### config.mk
export PLATFORM = sky130hd
export DESIGN_NAME = alu_seq_controller
export DESIGN_NICKNAME = d
export VERILOG_FILES = /design/src/rtl/alu_pkg.sv /design/src/rtl/alu_iter_unit.sv /design/src/rtl/alu_seq_controller.sv
export SDC_FILE = /design/constraint.sdc
export NUM_CORES = 1
export LEC_CHECK = 0
export ABC_AREA = 1
export ABC_CLOCK_PERIOD_IN_PS = 2000
export CORE_ASPECT_RATIO = 1.5
export CORE_UTILIZATION = 55
export DETAILED_ROUTE_END_ITERATION = 10
export PLACE_DENSITY = 0.79
export SYNTH_ARGS = -nofsm -noshare
export SYNTH_HDL_FRONTEND = slang
export SYNTH_SLANG_ARGS = --single-unit
export TNS_END_PERCENT = 30
### constraint.sdc
create_clock -name clock -period 2 [get_ports clock]
set_input_delay 0.4 -clock clock [delete_from_list [all_inputs] [get_ports clock]]
set_output_delay 0.4 -clock clock [all_outputs]
set_load 0.02 [all_outputs]
### src/rtl/alu_pkg.sv
// Shared definitions for the sequenced ALU controller: opcodes, FSM state
// encoding and the bit-level packer that forms the {remainder, quotient} word.
package alu_pkg;

    // Opcodes (values 11..15 are illegal)
    localparam logic [3:0] OP_AND  = 4'd0;
    localparam logic [3:0] OP_NAND = 4'd1;
    localparam logic [3:0] OP_OR   = 4'd2;
    localparam logic [3:0] OP_NOR  = 4'd3;
    localparam logic [3:0] OP_XOR  = 4'd4;
    localparam logic [3:0] OP_XNOR = 4'd5;
    localparam logic [3:0] OP_NOT  = 4'd6;
    localparam logic [3:0] OP_ADD  = 4'd7;
    localparam logic [3:0] OP_SUB  = 4'd8;
    localparam logic [3:0] OP_MUL  = 4'd9;
    localparam logic [3:0] OP_DIV  = 4'd10;

    // Controller FSM states
    localparam logic [1:0] ST_IDLE = 2'd0;
    localparam logic [1:0] ST_MUL  = 2'd1;
    localparam logic [1:0] ST_DIV  = 2'd2;
    localparam logic [1:0] ST_DONE = 2'd3;

    // Widest operand the DIV packer supports (WIDTH must not exceed this)
    localparam int unsigned PACK_MAX_W = 32;

    // Bit idx of the packed DIV word {rem[w-1:0], quo[w-1:0]}. Done one bit at
    // a time so the caller can build an output of exactly 2*w bits without
    // carrying unused high bits around.
    function automatic logic div_pack_bit(
        input logic [PACK_MAX_W-1:0] rem,
        input logic [PACK_MAX_W-1:0] quo,
        input int unsigned           w,
        input int unsigned           idx
    );
        logic bit_v;
        if (idx < w) begin
            bit_v = quo[idx[4:0]];
        end else begin
            bit_v = rem[5'(idx - w)];
        end
        return bit_v;
    endfunction

endpackage

### src/rtl/alu_iter_unit.sv
// Multi-cycle datapath for MUL (right-shifting shift-add) and DIV (restoring,
// MSB first). Exactly WIDTH iterations after start; done marks the cycle whose
// step values (prod / quo / rem outputs) are the final answer.
module alu_iter_unit import alu_pkg::*; #(
    parameter int WIDTH = 4
) (
    input  logic                 clock,
    input  logic                 reset,
    input  logic                 start,
    input  logic                 start_div,
    input  logic [WIDTH-1:0]     a,
    input  logic [WIDTH-1:0]     b,
    output logic                 done,
    output logic [2*WIDTH-1:0]   prod,
    output logic [WIDTH-1:0]     quo,
    output logic [WIDTH-1:0]     rem
);

    localparam int CNT_W = $clog2(WIDTH + 1);
    localparam logic [CNT_W-1:0] CNT_LAST = CNT_W'(WIDTH - 1);

    // hi: MUL accumulator / DIV partial remainder
    // lo: MUL multiplier (shifts out, product low half shifts in) / DIV dividend -> quotient
    // opd: multiplicand or divisor
    logic                 busy_q, busy_d;
    logic                 div_q, div_d;
    logic [CNT_W-1:0]     cnt_q, cnt_d;
    logic [WIDTH-1:0]     hi_q, hi_d;
    logic [WIDTH-1:0]     lo_q, lo_d;
    logic [WIDTH-1:0]     opd_q, opd_d;

    logic [WIDTH:0]       mul_sum_s;
    logic [WIDTH-1:0]     mul_hi_s;
    logic [WIDTH-1:0]     mul_lo_s;
    logic [WIDTH:0]       div_shift_s;
    logic                 div_ge_s;
    logic [WIDTH-1:0]     div_rem_s;
    logic [WIDTH-1:0]     div_quo_s;
    logic                 done_s;

    // One iteration of each algorithm, evaluated from the current registers
    always_comb begin
        mul_sum_s   = {1'b0, hi_q} + (lo_q[0] ? {1'b0, opd_q} : {(WIDTH+1){1'b0}});
        mul_hi_s    = mul_sum_s[WIDTH:1];
        mul_lo_s    = {mul_sum_s[0], lo_q[WIDTH-1:1]};
        div_shift_s = {hi_q, lo_q[WIDTH-1]};
        div_ge_s    = (div_shift_s >= {1'b0, opd_q});
        // When the trial subtraction succeeds the difference is below the divisor,
        // so a WIDTH-bit subtraction is exact.
        div_rem_s   = div_ge_s ? (div_shift_s[WIDTH-1:0] - opd_q) : div_shift_s[WIDTH-1:0];
        div_quo_s   = {lo_q[WIDTH-2:0], div_ge_s};
        done_s      = busy_q && (cnt_q == CNT_LAST);
    end

    // Load on start, otherwise step and count while busy
    always_comb begin
        busy_d = busy_q;
        div_d  = div_q;
        cnt_d  = cnt_q;
        hi_d   = hi_q;
        lo_d   = lo_q;
        opd_d  = opd_q;
        if (start) begin
            busy_d = 1'b1;
            div_d  = start_div;
            cnt_d  = {CNT_W{1'b0}};
            hi_d   = {WIDTH{1'b0}};
            lo_d   = a;
            opd_d  = b;
        end else if (busy_q) begin
            hi_d = div_q ? div_rem_s : mul_hi_s;
            lo_d = div_q ? div_quo_s : mul_lo_s;
            if (done_s) begin
                busy_d = 1'b0;
                cnt_d  = {CNT_W{1'b0}};
            end else begin
                cnt_d = cnt_q + CNT_W'(1);
            end
        end else begin
            busy_d = 1'b0;
        end
    end

    // Datapath registers
    always_ff @(posedge clock or posedge reset) begin
        if (reset) begin
            busy_q <= 1'b0;
            div_q  <= 1'b0;
            cnt_q  <= {CNT_W{1'b0}};
            hi_q   <= {WIDTH{1'b0}};
            lo_q   <= {WIDTH{1'b0}};
            opd_q  <= {WIDTH{1'b0}};
        end else begin
            busy_q <= busy_d;
            div_q  <= div_d;
            cnt_q  <= cnt_d;
            hi_q   <= hi_d;
            lo_q   <= lo_d;
            opd_q  <= opd_d;
        end
    end

    assign done = done_s;
    assign prod = {mul_hi_s, mul_lo_s};
    assign quo  = div_quo_s;
    assign rem  = div_rem_s;

endmodule

### src/rtl/alu_seq_controller.sv
// Sequenced ALU: valid/ready op intake, single-cycle logic/add/sub, multi-cycle
// MUL/DIV via alu_iter_unit, result held in DONE until the consumer takes it.
module alu_seq_controller import alu_pkg::*; #(
    parameter int WIDTH = 4
) (
    input  logic                 clock,
    input  logic                 reset,
    input  logic                 in_valid,
    output logic                 in_ready,
    input  logic [3:0]           op,
    input  logic [WIDTH-1:0]     a,
    input  logic [WIDTH-1:0]     b,
    input  logic                 carry_in,
    output logic                 out_valid,
    input  logic                 out_ready,
    output logic [2*WIDTH-1:0]   result,
    output logic                 carry_out,
    output logic                 err
);

    logic [1:0]             state_q, state_d;
    logic                   ready_q, ready_d;
    logic                   valid_q, valid_d;
    logic [2*WIDTH-1:0]     result_q, result_d;
    logic                   carry_q, carry_d;
    logic                   err_q, err_d;

    logic                   accept_s;
    logic [WIDTH:0]         add_s;
    logic [WIDTH:0]         sub_s;
    logic [WIDTH-1:0]       alu_val_s;
    logic                   alu_co_s;
    logic                   iter_start_s;
    logic                   iter_done_s;
    logic [2*WIDTH-1:0]     iter_prod_s;
    logic [WIDTH-1:0]       iter_quo_s;
    logic [WIDTH-1:0]       iter_rem_s;
    logic [WIDTH-1:0]       div_rem_sel_s;
    logic [WIDTH-1:0]       div_quo_sel_s;
    logic [PACK_MAX_W-1:0]  div_rem_ext_s;
    logic [PACK_MAX_W-1:0]  div_quo_ext_s;
    logic [2*WIDTH-1:0]     div_packed_s;

    assign accept_s = in_valid && ready_q;
    // Bit WIDTH of sub_s is the borrow: set exactly when a < b + carry_in
    assign add_s    = {1'b0, a} + {1'b0, b} + {{WIDTH{1'b0}}, carry_in};
    assign sub_s    = {1'b0, a} - {1'b0, b} - {{WIDTH{1'b0}}, carry_in};

    // Single-cycle ops evaluated straight from the inputs at the accept edge
    always_comb begin
        alu_val_s = {WIDTH{1'b0}};
        alu_co_s  = 1'b0;
        case (op)
            OP_AND:  alu_val_s = a & b;
            OP_NAND: alu_val_s = ~(a & b);
            OP_OR:   alu_val_s = a | b;
            OP_NOR:  alu_val_s = ~(a | b);
            OP_XOR:  alu_val_s = a ^ b;
            OP_XNOR: alu_val_s = ~(a ^ b);
            OP_NOT:  alu_val_s = ~a;
            OP_ADD: begin
                alu_val_s = add_s[WIDTH-1:0];
                alu_co_s  = add_s[WIDTH];
            end
            OP_SUB: begin
                alu_val_s = sub_s[WIDTH-1:0];
                alu_co_s  = sub_s[WIDTH];
            end
            default: begin
                alu_val_s = {WIDTH{1'b0}};
                alu_co_s  = 1'b0;
            end
        endcase
    end

    // DIV result source: iteration output while dividing, divide-by-zero pattern otherwise
    always_comb begin
        if (state_q == ST_DIV) begin
            div_rem_sel_s = iter_rem_s;
            div_quo_sel_s = iter_quo_s;
        end else begin
            div_rem_sel_s = a;
            div_quo_sel_s = {WIDTH{1'b1}};
        end
        div_rem_ext_s = PACK_MAX_W'(div_rem_sel_s);
        div_quo_ext_s = PACK_MAX_W'(div_quo_sel_s);
    end

    // Pack {remainder, quotient} into the 2*WIDTH result word
    always_comb begin
        div_packed_s = {(2*WIDTH){1'b0}};
        for (int unsigned i = 0; i < 2*WIDTH; i++) begin
            div_packed_s[i] = div_pack_bit(div_rem_ext_s, div_quo_ext_s, WIDTH, i);
        end
    end

    // Controller FSM and result capture
    always_comb begin
        state_d      = state_q;
        result_d     = result_q;
        carry_d      = carry_q;
        err_d        = err_q;
        iter_start_s = 1'b0;
        case (state_q)
            ST_IDLE: begin
                if (accept_s) begin
                    if (op <= OP_SUB) begin
                        state_d  = ST_DONE;
                        result_d = {{WIDTH{1'b0}}, alu_val_s};
                        carry_d  = alu_co_s;
                        err_d    = 1'b0;
                    end else if (op == OP_MUL) begin
                        state_d      = ST_MUL;
                        iter_start_s = 1'b1;
                    end else if ((op == OP_DIV) && (b != {WIDTH{1'b0}})) begin
                        state_d      = ST_DIV;
                        iter_start_s = 1'b1;
                    end else if (op == OP_DIV) begin
                        state_d  = ST_DONE;
                        result_d = div_packed_s;
                        carry_d  = 1'b0;
                        err_d    = 1'b1;
                    end else begin
                        state_d  = ST_DONE;
                        result_d = {(2*WIDTH){1'b0}};
                        carry_d  = 1'b0;
                        err_d    = 1'b1;
                    end
                end else begin
                    state_d = ST_IDLE;
                end
            end
            ST_MUL: begin
                if (iter_done_s) begin
                    state_d  = ST_DONE;
                    result_d = iter_prod_s;
                    carry_d  = 1'b0;
                    err_d    = 1'b0;
                end else begin
                    state_d = ST_MUL;
                end
            end
            ST_DIV: begin
                if (iter_done_s) begin
                    state_d  = ST_DONE;
                    result_d = div_packed_s;
                    carry_d  = 1'b0;
                    err_d    = 1'b0;
                end else begin
                    state_d = ST_DIV;
                end
            end
            ST_DONE: begin
                if (out_ready) begin
                    state_d = ST_IDLE;
                end else begin
                    state_d = ST_DONE;
                end
            end
            default: begin
                state_d = ST_IDLE;
            end
        endcase
        ready_d = (state_d == ST_IDLE);
        valid_d = (state_d == ST_DONE);
    end

    // State and registered outputs; handshake flags are never high together
    always_ff @(posedge clock or posedge reset) begin
        if (reset) begin
            state_q  <= ST_IDLE;
            ready_q  <= 1'b0;
            valid_q  <= 1'b0;
            result_q <= {(2*WIDTH){1'b0}};
            carry_q  <= 1'b0;
            err_q    <= 1'b0;
        end else begin
            state_q  <= state_d;
            ready_q  <= ready_d;
            valid_q  <= valid_d;
            result_q <= result_d;
            carry_q  <= carry_d;
            err_q    <= err_d;
        end
    end

    alu_iter_unit #(.WIDTH(WIDTH)) u_iter (
        .clock     (clock),
        .reset     (reset),
        .start     (iter_start_s),
        .start_div (op == OP_DIV),
        .a         (a),
        .b         (b),
        .done      (iter_done_s),
        .prod      (iter_prod_s),
        .quo       (iter_quo_s),
        .rem       (iter_rem_s)
    );

    assign in_ready  = ready_q;
    assign out_valid = valid_q;
    assign result    = result_q;
    assign carry_out = carry_q;
    assign err       = err_q;

endmodule

==> results.py, run 1 <==
metrics = {
    "timing": {
        "relSlewSlack": 0.6461,
        "rsz0062_at_grt": "yes",
        "worst_pin_slew_ps": 530.9,
        "fin_skew_ps": 4.880,
        "holdWs_ps": 488.5,
        "hold_viol": 0,
        "finalMaxSlewViolations": 0,
        "setup_viol": 0,
        "period_share": 0.9683,
        "timing.fmax_mhz": 516.4,
        "period_minus_slack_ps": 1937,
    },
    "setup_path": {
        "worstPathArrival_ps": 2120,
        "critPathLaunchType": "primary input",
        "crit_fanout": 5,
        "required_ps": 2180,
        "criticalPathCategory": "in2reg",
        "endpoint_kind": "register",
    },
    "clocking": {
        "cts_hold_buf": 0,
        "cts-htree-levels": 2,
        "cts_buffers": 5,
        "cts.path.max_buffers": 2,
        "clkLatencyLatePin_ps": 290,
        "clk_pin_slew_ps": 70,
        "cts_tree": "done",
        "clock_sinks": 31,
        "root_buffer": "clkbuf_8",
    },
    "placement": {
        "dp_hpwl_um": 7036,
        "io_buffers": 28,
        "place_congestion": 0.9520,
        "dp.cells": 574,
    },
    "synth": {
        "syn_area_um2": 2863,
        "synth_area_leaders": "dfrtp_1 (27%), nand2_1 (16%), ha_1 (11%), inv_1 (8.9%), nand3_1 (7.2%)",
        "syn_inst": 425,
        "ys_warn_count": 0,
        "synthesis.nets": 473,
        "async_flop_share": 1.000,
        "yosysSeqAreaShare": 0.2710,
        "synth_ff_type": "dfrtp_1",
        "ys_seq_elements": 31,
        "synth_cell_types": 33,
        "synth_area_leader_cell": "dfrtp_1",
        "synth_top_area_share": 0.2710,
        "synth-edff-count": 0,
        "syn_area_per_cell_um2": 6.736,
    },
    "global_route": {
        "overflow": 0,
        "grt_pass1_vias": 3169,
        "grtUsageTotal": 0.3537,
        "antenna_found_initial": 0,
        "grt_first_pass_wirelength_um": 14260,
        "grt_max_degree": 32,
    },
    "die": {
        "boundaryPins": 29,
        "fp.dieW_um": 60.91,
        "core_area_um2": 4926,
        "start_util": 0.5812,
        "dieArea_um2": 5503,
        "num_rows": 31,
        "die_height_um": 90.36,
    },
    "routing": {
        "first_pass_iters": 6,
        "vias_per_cell": 5.590,
        "ant_nets": 0,
        "wl_um": 9151,
        "wl_per_cell_um": 15.70,
        "drc": 0,
        "vias": 3259,
        "initialDrtViolationCount": 385,
    },
    "power_and_ir_drop": {
        "total_power_mw": 4.882,
        "p_leak_nw": 2.066,
        "peakVddDrop_uv": 507.3,
        "p_per_area_nw_per_um2": 1263,
    },
    "run": {
        "max_cap_violations": 0,
    },
    "cells_and_area": {
        "seq_area_um2": 777.0,
        "num_antenna_cells": 0,
        "area_growth_pct": 35.05,
        "drive_gt1_frac": 0.2224,
        "nets": 565,
        "fillers": 372,
        "final_cells": 583,
        "multi_input_area_um2": 1902,
    },
    "outcome": {
        "status": "finished clean",
    },
    "hold_path": {
        "hold_path_class": "in2async",
    },
}
-- sequential cells by signal, indices dropped and copies added (netlist names) --
signal         cells
u_iter.hi_q        4
u_iter.busy_q      1
carry_out          1
result             8
u_iter.lo_q        4
state_q            2
err                1
in_ready           1
out_valid          1
u_iter.div_q       1
u_iter.opd_q       4
u_iter.cnt_q       3
-- metrics by stage --
| step | utilization | setup TNS, ps | cell area, um^2 | setup WS (ps) |
|---|---|---|---|---|
| 4_1_cts | 0.7602 | 0 | 3745 | 21.63 |
| 6_report | 0.7849 | 0 | 3866 | 63.46 |
| 2_1_floorplan | - | 0 | 2868 | 56.99 |
| 5_1_grt | 0.7849 | -265.8 | 3866 | -143.0 |
| 3_5_place_dp | 0.7437 | -5335 | 3664 | -522.8 |
| 3_3_place_gp | 0.7437 | -3899 | 3664 | -495.4 |
-- cells in the mapped netlist, types with 2 or more instances --
master and instances:
dfrtp_1 31, o21ai_1 4, nand2_2 7, inv_2 2
o21ai_0 31, fa_1 6, buf_2 2, nand2_1 125
inv_1 68, nand3_1 41, xor2_1 2, o22ai_1 8
nor2_2 5, xnor2_1 2, o221ai_1 6, a21oi_1 15
clkbuf_1 3, nand4_1 2, ha_1 25, or2_2 2
nor2_1 26
-- power by group --
group	switching [mW]	internal, mW
sequential	0.194	0.868
clock	0.245	0.270
combinational	1.98	1.32
-- worst paths after layout --
kind | startpoint | endpoint | slack (ps) | depth (start not counted)
worst min register to register | result[5]$_DFFE_PP0P_ | result[5]$_DFFE_PP0P_ | 490 | 2
min in group clock | result[5]$_DFFE_PP0P_ | result[5]$_DFFE_PP0P_ | 490 | 2
worst min-delay path | reset | result[7]$_DFFE_PP0P_ | 490 | 3
worst max-delay path | a[2] | result[3]$_DFFE_PP0P_ | 60 | 12
max in group asynchronous | reset | u_iter.lo_q[0]$_DFFE_PP0P_ | 1180 | 3
worst max register to register | u_iter.lo_q[3]$_DFFE_PP0P_ | u_iter.hi_q[2]$_DFFE_PP0P_ | 70 | 10
-- worst max-delay path, cell delays in order --
cell             delay (ps)
clkdlybuf4s50_1         470
inv_1                    90
ha_4                    260
buf_4                   150
nor2_1                   90
nand2_1                  90
o21ai_0                 180
a21oi_1                  60
nor2_1                  120
nand3_1                  90
nand2_1                  60
nand2_1                  40
-- repair_timing --
item,in CTS,in global routing
endpoints found under the hold margin,0,0
gates resized for setup,13,25
setup buffers,0,2
endpoints found under the setup margin,4,11
pin swaps,3,5
-- per-layer routing --
metal	track usage	vias to the layer above	part of all wire
met3	0.04728	52	0.062
met1	0.3628	1486	0.34
li1	-	1554	-
met4	0.2538	0	0.071
met2	0.6181	167	0.52
met5	0	-	0
-- logic make-up after synthesis --
kind of cell,share of synthesized area
XOR/XNOR,0.01224
AO/OA/AOI/OAI,0.1394
AND/OR/NAND/NOR,0.3226
buffers and inverters,0.1036
flip-flops,0.2710
adder cells (fa/ha/maj),0.1512
-- layout by cell type (no fill, tap or decap), types with 6 or more instances in the layout --
master | netlist | final
nand3_1 | 41 | 40
ha_1 | 25 | 21
nand2_1 | 125 | 125
clkdlybuf4s50_1 | 0 | 22
o221ai_1 | 6 | 6
dfrtp_1 | 31 | 30
nor2_2 | 5 | 8
nor2_1 | 26 | 22
a21oi_1 | 15 | 13
o22ai_1 | 8 | 8
buf_4 | 0 | 62
o21ai_0 | 31 | 30
inv_1 | 68 | 68
clkbuf_8 | 0 | 6
fa_2 | 0 | 6
-- layout make-up --
| class | count | share of cell area |
|---|---|---|
| multi-input cells | 317 | 0.4919 |
| flip-flops and latches | 31 | 0.2010 |
| repair buffers | 91 | 0.1929 |
| inverters | 71 | 0.07023 |
| clock buffers | 6 | 0.02136 |
| well taps | 66 | 0.02136 |
| clock inverters | 1 | 0.001294 |
Note: power is estimated with default switching activity, not from simulation.
==> run 2: changes to the inputs <==
- ABC_AREA: 1 -> not set
- SLEW_MARGIN: not set -> 40
==> results.py, run 2 <==
metrics = {
    "outcome": {
        "status": "finished, violations left",
        "violations": "setup timing",
    },
    "synth": {
        "synth_area_leader_cell": "dfrtp_1",
        "synth_area_leaders": "dfrtp_1 (28%), ha_1 (11%), fa_1 (4.4%), nor2_1 (4.4%), a21oi_1 (4.2%)",
        "syn_inst": 317,
        "synth_top_area_share": 0.2841,
        "ys_seq_elements": 31,
        "synthesis.nets": 365,
        "syn_area_per_cell_um2": 8.612,
        "synth_top_family_by_area": "compound AO/OA/AOI/OAI gates",
        "synth_cell_types": 61,
        "synth_compound_area_frac": 0.2324,
        "synthXorXnorAreaFrac": 0.03850,
        "synthTopCellsByCount": "nor2_1 (32), dfrtp_1 (31), nand2_1 (27)",
        "muxShareOfSynthArea": 0.05041,
        "ys_warn_count": 0,
        "synth-edff-count": 0,
        "yosysSeqAreaShare": 0.2841,
        "yosys.area_share.adder": 0.1586,
        "async_flop_share": 1.000,
        "syn_area_um2": 2730,
        "synth.most_common_cell": "nor2_1",
        "yosys.area_share.simple": 0.1764,
        "synth_ff_type": "dfrtp_1",
    },
    "die": {
        "fp.dieW_um": 59.53,
        "boundaryPins": 29,
        "start_util": 0.5676,
        "die_height_um": 88.29,
        "num_rows": 31,
        "dieArea_um2": 5255,
        "core_area_um2": 4810,
    },
    "routing": {
        "vias_per_cell": 5.946,
        "initialDrtViolationCount": 171,
        "ant_nets": 0,
        "wl_um": 9052,
        "first_pass_iters": 4,
        "vias": 2866,
        "drc": 0,
        "wl_per_cell_um": 18.78,
    },
    "timing": {
        "fin_skew_ps": 8.682,
        "rsz0062_at_grt": "yes",
        "finalWorstSetupSlack_ps": -110.3,
        "timing.fmax_mhz": 473.9,
        "relSlewSlack": 0.6442,
        "period_share": 1.055,
        "tns_ps": -184.6,
        "finalMaxSlewViolations": 0,
        "hold_viol": 0,
        "holdWs_ps": 499.5,
        "period_minus_slack_ps": 2110,
        "setup_viol": 5,
        "worst_pin_slew_ps": 533.1,
    },
    "setup_path": {
        "crit_fanout": 4,
        "cp_cell_sequence": "buf_6, ha_4, fa_2, a21o_1, a21oi_2, nor2_1, a221oi_2, buf_4, a21oi_2",
        "worstPathArrival_ps": 2290,
        "r2r-start": "u_iter.hi_q[0]$_DFFE_PP0P_",
        "cpMostUsedCell": "a21oi_2",
        "critPathSlowestCell": "dfrtp_1",
        "required_ps": 2180,
        "criticalPathCategory": "reg2reg",
        "max_stage_delay_ps": 430,
        "critPathLaunch": "u_iter.hi_q[0]$_DFFE_PP0P_",
        "endpoint_kind": "register",
        "critPathLaunchType": "register",
    },
    "global_route": {
        "grt_pass1_vias": 2893,
        "use_met3": 0.05702,
        "overflow": 0,
        "grt_first_pass_wirelength_um": 13560,
        "met2_usage": 0.6374,
        "met1_usage": 0.3535,
        "grt_max_degree": 32,
        "antenna_found_initial": 0,
        "busiest_layer": "met2",
        "grtUsageTotal": 0.3524,
    },
    "cells_and_area": {
        "final_util": 0.8369,
        "nets": 463,
        "multi_input_area_um2": 2067,
        "largest_reg_flops": 8,
        "fillers": 305,
        "final_common_cell": "buf_4",
        "num_antenna_cells": 0,
        "mostFrequentLayoutCells": "buf_4 (73), nor2_1 (30), dfrtp_1 (30)",
        "seq_area_um2": 777.0,
        "drive_gt1_frac": 0.3678,
        "area_growth_pct": 47.43,
    },
    "clocking": {
        "clkLatencyLatePin_ps": 300,
        "clk_pin_slew_ps": 80,
        "root_buffer": "clkbuf_8",
        "cts_buffers": 5,
        "cts.path.max_buffers": 2,
        "cts-htree-levels": 2,
        "cts_tree": "done",
        "clock_sinks": 31,
    },
    "placement": {
        "io_buffers": 28,
        "place_congestion": 0.9129,
        "dp_hpwl_um": 6354,
    },
    "hold_path": {
        "hold_path_class": "in2async",
    },
    "power_and_ir_drop": {
        "peakVddDrop_uv": 684.9,
        "p_leak_nw": 1.823,
        "p_per_area_nw_per_um2": 1513,
    },
    "run": {
        "max_cap_violations": 0,
    },
}
-- run 2: through the flow --
step / worst slack (ps) / cell area, um^2 / std cells / power, mW
finish: -110.3 / 4025 / 482 / 6.092
global route: -120.8 / 4025 / 482 / 6.449
CTS: -75.71 / 3860 / 479 / 5.392
detailed placement: -864.3 / 3592 / 469 / 4.453
global placement: -861.0 / 3592 / 469 / 4.353
floorplan: -114.8 / 2738 / 317 / 3.148
-- run 2: final timing paths --
path | end | slack (ps) | cells past startpoint
worst max register to register | result[7]$_DFFE_PP0P_ | -110 | 9
worst max-delay path | result[7]$_DFFE_PP0P_ | -110 | 9
worst min register to register | carry_out$_DFFE_PP0P_ | 510 | 1
worst min-delay path | in_ready$_DFF_PP0_ | 500 | 3
max in group asynchronous | u_iter.hi_q[1]$_DFFE_PP0P_ | 1180 | 3
min in group clock | carry_out$_DFFE_PP0P_ | 510 | 1
-- run 2: layout make-up --
type,count,area share
Clock buffer,6,0.02052
Clock inverter,2,0.008704
Inverter,25,0.02331
Multi-Input combinational cell,246,0.5135
Sequential cell,31,0.1930
Tap cell,66,0.02052
Timing Repair Buffer,106,0.2204
-- run 2: kinds of logic after synthesis --
family	count (synthesis)
flops	31
mux	12
buf+inv	40
xor+xnor	12
simple gates	95
fa+ha+maj	31
compound gates	96
-- run 2: report_power, final --
group / internal, mW / switching (mW) / leakage, nW
clock network: 0.403 / 0.262 / 0.0612
registers: 0.909 / 0.274 / 0.379
logic: 2.06 / 2.19 / 1.38
-- run 2: metal layers --
layer,routed length [um],part of all wire,vias up
li1,-,-,1323
met1,3183,0.35,1391
met2,5014,0.55,105
met3,301,0.033,47
met4,554,0.061,0
met5,0,0,-
-- run 2: what timing repair did --
action / CTS / global route
gates resized for setup: 50 / 38
hold buffers: 0 / 0
gates cloned: 0 / 0
buffers inserted: 2 / 4
endpoints found under the setup margin: 16 / 15
pin swaps: 17 / 20
-- run 2: worst max-delay path, delay by kind of cell, from the launching register on --
kind / cells / cell delay (ps)
simple gates: 1 / 80
fa+ha+maj: 2 / 540
flops: 1 / 430
buf+inv: 2 / 320
compound gates: 4 / 640
